<file path="src/rtl/mem_frame_pkg.sv">
// Shared definitions for the frame-buffer write path: bus widths and sequencer states.
package mem_frame_pkg;

    localparam int unsigned ADDR_BITS = 27;
    localparam int unsigned LEN_BITS  = 10;

    typedef enum logic [1:0] {
        StIdle,
        StWaitData,
        StBurst,
        StDone
    } wr_state_e;

endpackage

</file>
<file path="src/rtl/frame_idx_next.sv">
// Next frame-buffer index: rotate modulo FRAME_NUM, hopping over the buffer the reader holds.
module frame_idx_next #(
    parameter int unsigned FRAME_NUM = 3
) (
    input  logic [1:0] i_cur_idx,
    input  logic [1:0] i_busy_idx,
    output logic [1:0] o_nxt_idx
);

    logic [1:0] w_inc1;
    logic [1:0] w_inc2;

    // one-step and two-step rotation; take the second when the first is busy
    always_comb begin
        w_inc1    = (i_cur_idx >= 2'(FRAME_NUM - 1)) ? 2'd0 : i_cur_idx + 2'd1;
        w_inc2    = (w_inc1 >= 2'(FRAME_NUM - 1)) ? 2'd0 : w_inc1 + 2'd1;
        o_nxt_idx = (w_inc1 == i_busy_idx) ? w_inc2 : w_inc1;
    end

endmodule

</file>
<file path="src/rtl/mem_frame_wr_ctrl.sv">
// Frame-buffer write sequencer: drains the capture FIFO into rotating frame buffers in bursts.
module mem_frame_wr_ctrl
    import mem_frame_pkg::*;
#(
    parameter int unsigned          MEM_DATA_BITS = 32,
    parameter int unsigned          BURST_LEN     = 64,
    parameter int unsigned          FRAME_WORDS   = 393216,
    parameter logic [ADDR_BITS-1:0] FRAME_STRIDE  = 27'h80000,
    parameter logic [ADDR_BITS-1:0] BASE_ADDR     = 27'h0,
    parameter int unsigned          FRAME_NUM     = 3,
    parameter int unsigned          FIFO_CNT_BITS = 11
) (
    input  logic                     mem_clk,
    input  logic                     rst_n,
    input  logic                     calib_done,
    input  logic                     frame_start,
    input  logic [FIFO_CNT_BITS-1:0] fifo_rdusedw,
    input  logic [MEM_DATA_BITS-1:0] fifo_q,
    output logic                     fifo_rd_en,
    output logic                     wr_burst_req,
    output logic [LEN_BITS-1:0]      wr_burst_len,
    output logic [ADDR_BITS-1:0]     wr_burst_addr,
    input  logic                     wr_burst_data_req,
    output logic [MEM_DATA_BITS-1:0] wr_burst_data,
    input  logic                     wr_burst_finish,
    input  logic [1:0]               rd_busy_idx,
    output logic [1:0]               wr_frame_idx,
    output logic [1:0]               done_frame_idx,
    output logic                     frame_done,
    output logic [7:0]               drop_cnt
);

    localparam int unsigned REM_BITS = $clog2(FRAME_WORDS + 1);

    wr_state_e             r_state;
    wr_state_e             w_state_nxt;
    logic [REM_BITS-1:0]   r_remaining;
    logic [LEN_BITS-1:0]   r_len;
    logic [LEN_BITS-1:0]   w_len;
    logic [ADDR_BITS-1:0]  r_addr;
    logic [ADDR_BITS-1:0]  w_frame_base;
    logic [1:0]            r_wr_idx;
    logic [1:0]            r_done_idx;
    logic [1:0]            w_idx_nxt;
    logic [7:0]            r_drop;
    logic                  w_start_ok;
    logic                  w_launch;

    frame_idx_next #(
        .FRAME_NUM (FRAME_NUM)
    ) u_idx_next (
        .i_cur_idx  (r_wr_idx),
        .i_busy_idx (rd_busy_idx),
        .o_nxt_idx  (w_idx_nxt)
    );

    // burst sizing, launch condition and frame base address
    always_comb begin
        if (32'(r_remaining) >= BURST_LEN) begin
            w_len = LEN_BITS'(BURST_LEN);
        end else begin
            w_len = LEN_BITS'(r_remaining);
        end
        w_start_ok   = frame_start && calib_done && (r_state == StIdle);
        // no launch while calibration is low; an in-flight burst still completes
        w_launch     = calib_done && (32'(fifo_rdusedw) >= 32'(w_len));
        w_frame_base = BASE_ADDR + ADDR_BITS'(r_wr_idx) * FRAME_STRIDE;
    end

    // state register
    always_ff @(posedge mem_clk or negedge rst_n) begin
        if (!rst_n) begin
            r_state <= StIdle;
        end else begin
            r_state <= w_state_nxt;
        end
    end

    // next-state decode
    always_comb begin
        w_state_nxt = r_state;
        unique case (r_state)
            StIdle:     if (w_start_ok) w_state_nxt = StWaitData;
            StWaitData: if (w_launch) w_state_nxt = StBurst;
            StBurst: begin
                if (wr_burst_finish) begin
                    w_state_nxt = (32'(r_remaining) == 32'(r_len)) ? StDone : StWaitData;
                end
            end
            StDone:     w_state_nxt = StIdle;
            default:    w_state_nxt = StIdle;
        endcase
    end

    // burst address/length, remaining words, buffer indices and drop counter
    always_ff @(posedge mem_clk or negedge rst_n) begin
        if (!rst_n) begin
            r_remaining <= '0;
            r_len       <= '0;
            r_addr      <= '0;
            r_wr_idx    <= 2'd0;
            r_done_idx  <= 2'(FRAME_NUM - 1);
            r_drop      <= 8'd0;
        end else begin
            if (frame_start && !w_start_ok && (r_drop != 8'hFF)) begin
                r_drop <= r_drop + 8'd1;
            end
            unique case (r_state)
                StIdle: begin
                    if (w_start_ok) begin
                        r_remaining <= REM_BITS'(FRAME_WORDS);
                        r_addr      <= w_frame_base;
                    end
                end
                StWaitData: begin
                    if (w_launch) r_len <= w_len;
                end
                StBurst: begin
                    if (wr_burst_finish) begin
                        r_addr      <= r_addr + ADDR_BITS'(r_len);
                        r_remaining <= r_remaining - REM_BITS'(r_len);
                    end
                end
                StDone: begin
                    r_done_idx <= r_wr_idx;
                    r_wr_idx   <= w_idx_nxt;
                end
                default: ;
            endcase
        end
    end

    // state-decoded outputs; FIFO pop and data pass straight through during a burst
    always_comb begin
        wr_burst_req = (r_state == StBurst);
        frame_done   = (r_state == StDone);
        fifo_rd_en   = wr_burst_req && wr_burst_data_req;
    end

    assign wr_burst_data  = fifo_q;
    assign wr_burst_len   = r_len;
    assign wr_burst_addr  = r_addr;
    assign wr_frame_idx   = r_wr_idx;
    assign done_frame_idx = r_done_idx;
    assign drop_cnt       = r_drop;

endmodule
</file>
<file path="config.mk">
export PLATFORM = sky130hd
export DESIGN_NAME = mem_frame_wr_ctrl
export DESIGN_NICKNAME = d
export VERILOG_FILES = /design/src/rtl/mem_frame_pkg.sv /design/src/rtl/frame_idx_next.sv /design/src/rtl/mem_frame_wr_ctrl.sv
export SDC_FILE = /design/constraint.sdc
export NUM_CORES = 1
export LEC_CHECK = 0
export CORE_MARGIN = 2
export CORE_UTILIZATION = 52
export DETAILED_ROUTE_END_ITERATION = 8
export PLACE_DENSITY_LB_ADDON = 0.25
export SLEW_MARGIN = 40
export SYNTH_ARGS = -nofsm -noshare
export SYNTH_HDL_FRONTEND = slang
export SYNTH_SLANG_ARGS = --single-unit
</file>
<file path="constraint.sdc">
create_clock -name mem_clk -period 5.6 [get_ports mem_clk]
set_input_delay 1.12 -clock mem_clk [delete_from_list [all_inputs] [get_ports mem_clk]]
set_output_delay 1.12 -clock mem_clk [all_outputs]
set_load 0.05 [all_outputs]
</file>
==> results of run 1 <==
cell usage in the layout (no fill, tap or decap), types with 3 or more instances in the layout:
cell	n
a211oi_1	4
and3_1	15
ha_1	31
nor4b_1	3
and2_1	7
mux2i_1	9
xor2_1	15
a22o_1	4
xnor2_1	21
mux2_2	5
nor2_1	27
nand4_1	6
a21o_1	8
nor2b_1	3
nor3_1	8
a21oi_1	17
a31oi_1	4
nand3_1	6
o2111ai_1	3
conb_1	3
nand2_1	44
inv_1	20
o211ai_1	5
o21ai_0	30
clkdlybuf4s50_1	69
clkbuf_8	11
o31ai_1	7
a211o_1	3
nor3b_1	3
dfrtp_1	69
nand2b_1	5
power by group:
part / total, mW / internal [mW] / switching (mW)
sequential: 0.765 / 0.628 / 0.137
clock: 0.459 / 0.273 / 0.185
combinational: 1.16 / 0.439 / 0.719
total: 2.38 / 1.34 / 1.04
cell type report:
cell class	instances	area, sq um
clock buffer	12	155.1
clock inverter	3	67.56
fill	720	3268
inverter	20	75.07
multi-input combinational	339	2460
sequential	70	1753
tap	108	135.1
timing repair buffer	73	721.9
metal layers:
metal	track usage [%]	up-vias
li1	-	1735
met1	25.94	1749
met2	35.88	106
met3	5.154	19
met4	7.799	0
met5	0	-
state kept, by name, indices dropped and copies added (netlist names):
signal,cells
wr_burst_len,10
done_frame_idx,2
wr_burst_addr,27
wr_frame_idx,2
drop_cnt,8
r_remaining,19
r_state,2
critical path, delay by kind of cell (launching register included):
| kind | cells | cell delay [ns] |
|---|---|---|
| flops | 1 | 0.44 |
| fa+ha+maj | 1 | 0.30 |
| compound gates | 3 | 0.41 |
| mux | 1 | 0.40 |
| simple gates | 7 | 2.24 |
how the worst max path moves through the flow:
| stage | start | endpoint | slack, ns | depth (start not counted) |
|---|---|---|---|---|
| finish | r_remaining[12] | wr_burst_len[0] | 1.69 | 12 |
| global route | r_remaining[12] | wr_burst_len[0] | 1.47 | 12 |
| global placement | r_remaining[12] | wr_burst_len[0] | 1.80 | 12 |
| CTS | r_remaining[12] | wr_burst_len[0] | 1.72 | 12 |
| detailed placement | r_remaining[12] | wr_burst_len[0] | 1.74 | 12 |
| floorplan | r_remaining[12] | r_state[1] | 2.14 | 14 |
kinds of logic (layout without fill, tap and decap cells):
| family | count (synthesis) | in the layout | synth area share (%) |
|---|---|---|---|
| other cells | 1 | 3 | 0.08189 |
| xor+xnor | 36 | 36 | 6.885 |
| mux | 14 | 14 | 3.197 |
| buf+inv | 64 | 108 | 8.279 |
| fa+ha+maj | 34 | 34 | 9.563 |
| simple gates | 147 | 147 | 17.21 |
| compound gates | 105 | 105 | 16.50 |
| flops | 70 | 70 | 38.28 |
per-stage QoR:
stage | util, % | worst slack [ns]
finish | 62.16 | 1.695
global route | 62.16 | 1.468
CTS | 62.11 | 1.718
detailed placement | 59.53 | 1.741
global placement | 59.53 | 1.803
floorplan | - | 2.142
==> impl_metrics.py, run 1 <==
metrics = {
    "placement": {
        "numPortBuffers": 70,
        "gp_congestion": 0.8661,
        "place_inst": 610,
        "dp_hpwl_um": 7353,
        "place_area_sq_um": 5141,
    },
    "drt": {
        "wl_met1_um": 4346,
        "wl_per_cell_um": 16.02,
        "drt_wl_total_um": 10020,
        "ant_nets": 0,
        "drt_first_iter_violations": 169,
        "maxUsedRoutingLayer": "met4",
        "wl_met3_um": 551,
        "dr_wl_met2_um": 4951,
        "viasPerCell": 5.774,
        "dr.pass1.iters": 4,
        "route.detailed.drc": 0,
        "vias": 3609,
    },
    "power": {
        "p_leak_nw": 2.406,
        "worst_ir_drop_vdd_uv": 318.5,
        "power_mw": 2.382,
        "power_density_nw_per_um2": 443.8,
    },
    "setup_path": {
        "start_kind": "flop",
        "path_max_fanout": 11,
        "crit_required_ns": 5.82,
        "ff2ff_path_depth": 12,
        "worstPathArrival_ns": 4.13,
        "reg2reg_slack_ns": 1.69,
        "regToRegStartpoint": "r_remaining[12]",
        "slowest_delay_ns": 0.57,
        "crit_chain": "or4_1 > or2_4 > nor4b_4 > and2_1 > nand2_1 > ha_1 > and3_1 > a221o_1 > a31oi_1 > o21ai_0 > and3b_1 > mux2_2",
        "crit_type": "reg2reg",
        "crit_path_end_kind": "flop",
        "reg2reg_to": "wr_burst_len[0]",
        "slowest_stage": "and3b_1",
    },
    "logic_synthesis": {
        "yosys_warnings": 0,
        "async_flop_share_pct": 100.0,
        "syn_area_sq_um": 4579,
        "synth_top_cell_by_area": "dfrtp_1",
        "synth_most_common_cell": "dfrtp_1",
        "synth_cell_types": 64,
        "synth_seq_cells": 70,
        "synth_ff_type": "dfrtp_1",
        "synth_edf_count": 0,
        "synth_area_leaders": "dfrtp_1 38%, ha_1 8.5%, buf_4 5.4%",
        "avgSynthCellArea_sq_um": 9.723,
        "synth_top_area_share_pct": 37.70,
        "seq_area_frac_synth_pct": 38.28,
        "ys_top_cells_by_count": "69 x dfrtp_1, 44 x nand2_1, 33 x buf_4",
        "syn_inst": 471,
    },
    "timing": {
        "setup_violations": 0,
        "fmax_mhz": 256.1,
        "tightest_slew_ns": 0.6948,
        "report.final.slew_viol_count": 0,
        "grt_setup_unrepaired": "no",
        "fin_hold_ws_ns": 0.5089,
        "min_period_ns": 3.905,
        "max_slew_margin_pct": 53.54,
        "skew_ns": 0.01274,
        "hold_violations": 0,
        "min_period_over_period_pct": 69.74,
        "tns_ns": 0,
    },
    "floorplanning": {
        "die-area_sq_um": 9574,
        "start_util_pct": 53.03,
        "core-area_sq_um": 8636,
        "die_w_um": 97.85,
        "rows": 34,
        "ios": 135,
        "die_height_um": 97.85,
    },
    "clocking": {
        "worstSkewPairLatency_ns": 0.34,
        "clkTransAtPathRegs_ns": 0.08,
        "cts_buffers": 9,
        "cts.sinks": 70,
        "hold_buffers": 0,
        "cts.repair.resized": 0,
        "cts_tree": "built",
        "cts_max_level": 3,
        "cts_root_buffer": "clkbuf_8",
        "clock_path_buffers": 2,
        "post-cts-setup-buffers": 0,
    },
    "final_layout": {
        "drive_above_1_share_pct": 6.963,
        "layout.nets": 597,
        "antenna_cells": 0,
        "area_delta_synth_final_pct": 17.21,
        "instances_no_fill": 625,
        "final_area_sq_um": 5368,
    },
    "worst_hold_path": {
        "holdPathStages": 1,
        "holdPathEnd": "drop_cnt[6]",
        "hp-class": "reg2reg",
        "min-delay-start": "drop_cnt[6]",
    },
    "outcome": {
        "status": "complete, no violations",
    },
    "global_routing": {
        "grt_max_degree": 63,
        "grt_pass1_vias": 3642,
        "grt_pass1_wl_um": 16570,
        "grt_usage_pct": 21.06,
        "grt-ovfl-total": 0,
        "antenna_found_initial": 0,
    },
    "flow_run": {
        "drv_cap": 0,
    },
}
(Power assumes the default switching activity.)
==> run 2, diff against run 1 <==
CORE_UTILIZATION = 48   (was 52)
clock period = 3.83 ns   (was 5.6 ns; I/O delays follow)
==> run 2 against run 1 <==
Largest cell class unchanged. Sequential share of layout area is 0.36 points lower. Final cell count grew 4.8%. Largest power group unchanged. Hold slack worse by 0.15 ns.
==> impl_metrics.py, run 2 (synthesized netlist as in run 1, its figures left out) <==
metrics = {
    "outcome": {
        "status": "complete, no violations",
    },
    "clocking": {
        "cts.sinks": 70,
        "clkTransAtPathRegs_ns": 0.07,
        "cts_tree": "built",
        "cts_root_buffer": "clkbuf_8",
        "cts_buffers": 9,
        "worstSkewPairLatency_ns": 0.35,
        "clock_path_buffers": 2,
        "cts_max_level": 3,
    },
    "power": {
        "internal-power_mw": 1.901,
        "p_sw_share_pct": 45.06,
        "switchingPower_mw": 1.559,
        "power_density_nw_per_um2": 637.0,
        "pwr-share-comb_pct": 50.6,
        "p_clk_share_pct": 17.2,
        "worst_ir_drop_vdd_uv": 343.5,
        "power_mw": 3.460,
        "p_leak_nw": 2.438,
        "power.share.sequential_pct": 32.2,
    },
    "global_routing": {
        "grt_usage_pct": 21.78,
        "grt_max_degree": 35,
        "grt_pass1_wl_um": 17640,
        "grt_pass1_vias": 3727,
        "grt-ovfl-total": 0,
        "antenna_found_initial": 0,
    },
    "setup_path": {
        "path_max_fanout": 6,
        "crit_path_end_kind": "flop",
        "start_kind": "flop",
        "slowest_stage": "or4_1",
        "worstPathArrival_ns": 3.87,
        "crit_type": "reg2reg",
        "crit_chain": "or4_1 > or2_4 > nor4b_4 > and2_4 > nand2_1 > ha_1 > and3_1 > a221o_1 > a31oi_1 > o21ai_0 > and3b_2 > buf_4 > mux2i_1",
        "crit_buf_inv": 1,
        "crit_required_ns": 4.10,
        "crit_family": "simple AND/OR/NAND/NOR gates",
        "slowest_delay_ns": 0.50,
    },
    "floorplanning": {
        "ios": 135,
        "start_util_pct": 49.56,
        "core-area_sq_um": 9240,
        "die-area_sq_um": 10340,
        "die_w_um": 101.7,
        "die_height_um": 101.7,
        "rows": 35,
    },
    "timing": {
        "grt_setup_unrepaired": "no",
        "fmax_mhz": 277.5,
        "setup_violations": 0,
        "finalWorstSetupSlack_ns": 0.2261,
        "hold_violations": 0,
        "tightest_slew_ns": 0.7576,
        "skew_ns": 0.007382,
        "report.final.slew_viol_count": 0,
        "max_slew_margin_pct": 49.31,
        "min_period_over_period_pct": 94.10,
        "min_period_ns": 3.604,
        "tns_ns": 0,
    },
    "drt": {
        "drt_wl_total_um": 10670,
        "viasPerCell": 5.612,
        "wl_per_cell_um": 16.29,
        "dr.pass1.iters": 4,
        "drt_first_iter_violations": 113,
        "vias": 3676,
        "ant_nets": 0,
        "route.detailed.drc": 0,
    },
    "final_layout": {
        "antenna_cells": 0,
        "fillers": 800,
        "layout_commonest_cell": "clkdlybuf4s50_1",
        "layout_common_cells": "69 x clkdlybuf4s50_1, 68 x dfrtp_1, 44 x nand2_1",
        "largest_reg_flops": 27,
        "layout.nets": 606,
        "drive_above_1_share_pct": 9.125,
        "area_delta_synth_final_pct": 18.61,
    },
    "placement": {
        "dp_slack_ns": 0.09445,
        "dp_hpwl_um": 7904,
        "numPortBuffers": 70,
        "gp_congestion": 0.8505,
    },
    "worst_hold_path": {
        "hp-class": "in2async",
    },
    "flow_run": {
        "drv_cap": 0,
    },
}
[run 2: changes by cell type in the layout (fill, tap and decap cells not counted), sizes merged]
cell / previous run / this run
buf: 4 / 13
clkinv: 0 / 2
bufinv: 2 / 1
clkbuf: 12 / 11
[run 2: worst paths after layout]
path | cells past startpoint | slack [ns] | to | startpoint
setup / recovery | 13 | 0.23 | wr_burst_len[5] | r_remaining[12]
hold / removal | 1 | 0.35 | wr_burst_len[1] | rst_n
setup reg to reg | 13 | 0.23 | wr_burst_len[5] | r_remaining[12]
hold reg to reg | 1 | 0.50 | drop_cnt[6] | drop_cnt[6]
max in group asynchronous | 3 | 2.53 | wr_burst_addr[18] | rst_n
min in group mem_clk | 1 | 0.50 | drop_cnt[6] | drop_cnt[6]
[run 2: stage by stage]
stage / util [%] / cells / area [sq um] / hold WS, ns
final: 58.78 / 655 / 5431 / 0.3545
after global routing: 58.78 / 655 / 5431 / 0.3834
after CTS: 58.54 / 653 / 5409 / 0.5004
after detailed placement: 56.49 / 638 / 5220 / 0.4905
after global placement: 56.49 / 638 / 5220 / 0.4871
after floorplan: - / 473 / 4587 / 0.4704
[run 2: layer usage]
layer | share of wire (%) | vias up | GRT usage, %
met5 | 0 | - | 0
met4 | 3.2 | 0 | 10.91
met3 | 4.1 | 32 | 3.520
met2 | 49 | 102 | 36.34
met1 | 43 | 1794 | 27.33
li1 | - | 1748 | -
[run 2: power by group through the flow]
stage / Clock [mW] / Combinational [mW] / Sequential [mW]
finish: 0.596 / 1.75 / 1.11
global placement: 0 / 1.70 / 1.12
detailed placement: 0 / 1.74 / 1.12
global route: 0.643 / 1.90 / 1.14
floorplan: 0 / 1.01 / 1.43
CTS: 0.605 / 1.76 / 1.11
[run 2: cell type report]
| type | instances | area [sq um] | area share (%) |
|---|---|---|---|
| well taps | 129 | 161.4 | 2.972 |
| clock inverters | 4 | 47.55 | 0.8754 |
| clock buffers | 11 | 141.4 | 2.603 |
| inverters | 20 | 75.07 | 1.382 |
| repair buffers | 82 | 788.3 | 14.51 |
| multi-input cells | 339 | 2464 | 45.36 |
| flip-flops and latches | 70 | 1754 | 32.30 |
[run 2: repair_timing]
item,4_1_cts,5_1_grt
setup endpoints to repair,0,8
setup buffers,0,2
hold endpoints to repair,0,0
hold buffers,0,0
resized for setup,0,4
==> run 3, diff against run 2 <==
CORE_ASPECT_RATIO = 1.4   (was default)
CORE_UTILIZATION = 55   (was 48)
DONT_BUFFER_PORTS = 1   (was default)
==> run 3 against run 2 <==
Setup slack gained 0.023 ns. Hold slack lost 0.23 ns. Combinational power fell by 36%. Largest power group is now sequential cells. Power shrank 0.93%. Sequential cell count stayed put. Final cell count down 16%.
==> impl_metrics.py, run 3 (synthesized netlist as in run 1, its figures left out) <==
metrics = {
    "outcome": {
        "status": "complete, no violations",
    },
    "timing": {
        "grt_setup_unrepaired": "no",
        "tns_ns": 0,
        "fin_hold_ws_ns": 0.1256,
        "min_period_over_period_pct": 93.51,
        "fmax_mhz": 279.2,
        "min_period_ns": 3.581,
        "report.final.slew_viol_count": 0,
        "max_slew_margin_pct": 55.45,
        "hold_violations": 0,
        "setup_violations": 0,
        "tightest_slew_ns": 0.6675,
        "skew_ns": 0.006418,
        "finalWorstSetupSlack_ns": 0.2487,
    },
    "setup_path": {
        "crit_buf_inv": 1,
        "worstPathArrival_ns": 3.79,
        "path_max_fanout": 7,
        "slowest_delay_ns": 0.51,
        "reg2reg_slack_ns": 0.25,
        "cp.depth": 13,
        "crit_type": "reg2reg",
        "crit_start": "r_remaining[12]",
        "crit_path_end_kind": "flop",
        "slowest_stage": "or4_1",
        "ff2ff_path_depth": 13,
        "crit_family": "simple AND/OR/NAND/NOR gates",
        "crit_required_ns": 4.04,
        "crit_chain": "or4_1 > or2_4 > nor4b_4 > and2_4 > nand2_1 > ha_1 > a21o_1 > a221o_1 > a31oi_1 > o21ai_0 > and3b_1 > buf_4 > mux2i_1",
        "start_kind": "flop",
        "reg2reg_to": "wr_burst_len[3]",
        "endpoint": "wr_burst_len[3]",
        "regToRegStartpoint": "r_remaining[12]",
    },
    "floorplanning": {
        "die_w_um": 81.12,
        "die_height_um": 112.0,
        "start_util_pct": 56.20,
        "die-area_sq_um": 9083,
        "rows": 39,
        "core-area_sq_um": 8149,
        "ios": 135,
    },
    "global_routing": {
        "grt_pass1_wl_um": 17020,
        "grt-ovfl-total": 0,
        "grt_pass1_vias": 3517,
        "grt_max_degree": 71,
        "grt_usage_pct": 24.33,
        "antenna_found_initial": 0,
    },
    "final_layout": {
        "final_util_pct": 58.25,
        "multi_input_area_sq_um": 2462,
        "antenna_cells": 0,
        "fillers": 715,
        "largest_reg_flops": 27,
        "layout.nets": 530,
        "instances_no_fill": 553,
        "area_delta_synth_final_pct": 3.661,
        "layout_common_cells": "69 x dfrtp_1, 44 x nand2_1, 31 x ha_1",
        "drive_above_1_share_pct": 8.426,
        "layout_commonest_cell": "dfrtp_1",
        "seq_area_sq_um": 1753,
    },
    "clocking": {
        "clkTransAtPathRegs_ns": 0.06,
        "hold_buffers": 0,
        "cts_root_buffer": "clkbuf_16",
        "cts_buffers": 9,
        "cts.sinks": 70,
        "cts_tree": "built",
        "cts.repair.resized": 0,
        "worstSkewPairLatency_ns": 0.33,
        "post-cts-setup-buffers": 0,
        "clock_path_buffers": 2,
        "cts_max_level": 3,
    },
    "drt": {
        "vias": 3375,
        "wl_per_cell_um": 18.55,
        "drt_wl_total_um": 10260,
        "dr.pass1.iters": 5,
        "route.detailed.drc": 0,
        "viasPerCell": 6.103,
        "drt_first_iter_violations": 191,
        "ant_nets": 0,
    },
    "power": {
        "power_density_nw_per_um2": 722.1,
        "worst_ir_drop_vdd_uv": 388.0,
        "p_leak_nw": 2.195,
    },
    "flow_run": {
        "drv_cap": 0,
    },
    "placement": {
        "place_inst": 537,
        "dp_hpwl_um": 7457,
        "dp_slack_ns": 0.1539,
        "numPortBuffers": 0,
        "gp_congestion": 0.8518,
    },
    "worst_hold_path": {
        "hp-class": "in2async",
    },
}
[run 3: where the power goes]
group	internal [mW]	switching, mW	total [mW]
registers	0.913	0.583	1.50
logic	0.469	0.653	1.12
clock network	0.502	0.308	0.810
[run 3: worst min path at each step]
| stage | endpoint | depth (start not counted) | slack (ns) |
|---|---|---|---|
| finish | r_remaining[1] | 0 | 0.13 |
| global route | wr_burst_len[1] | 0 | 0.11 |
| CTS | wr_burst_addr[14] | 0 | 0.11 |
| detailed placement | r_remaining[1] | 0 | 0.47 |
| global placement | wr_burst_len[1] | 0 | 0.47 |
| floorplan | done_frame_idx[0] | 0 | 0.47 |
[run 3: per-layer routing]
layer / routed length (um) / part of all wire [%] / global-route usage (%) / vias to the layer above
met5: 0 / 0 / 0 / -
met1: 4007 / 39 / 27.47 / 1664
met2: 5303 / 52 / 40.99 / 84
li1: - / - / - / 1598
met4: 449 / 4.4 / 15.25 / 0
met3: 497 / 4.8 / 4.862 / 29
[run 3: per-stage QoR]
stage	area (sq um)	total power [mW]
2_1_floorplan	4587	2.432
4_1_cts	4745	3.437
5_1_grt	4747	3.633
6_report	4747	3.428
3_5_place_dp	4461	2.616
3_3_place_gp	4461	2.582
[run 3: final cells by class]
cell class	count	share of cell area (%)
multi-input cells	339	51.87
flip-flops and latches	70	36.93
clock buffers	12	4.982
well taps	102	2.688
inverters	20	1.581
clock inverters	4	1.002
repair buffers	6	0.9489
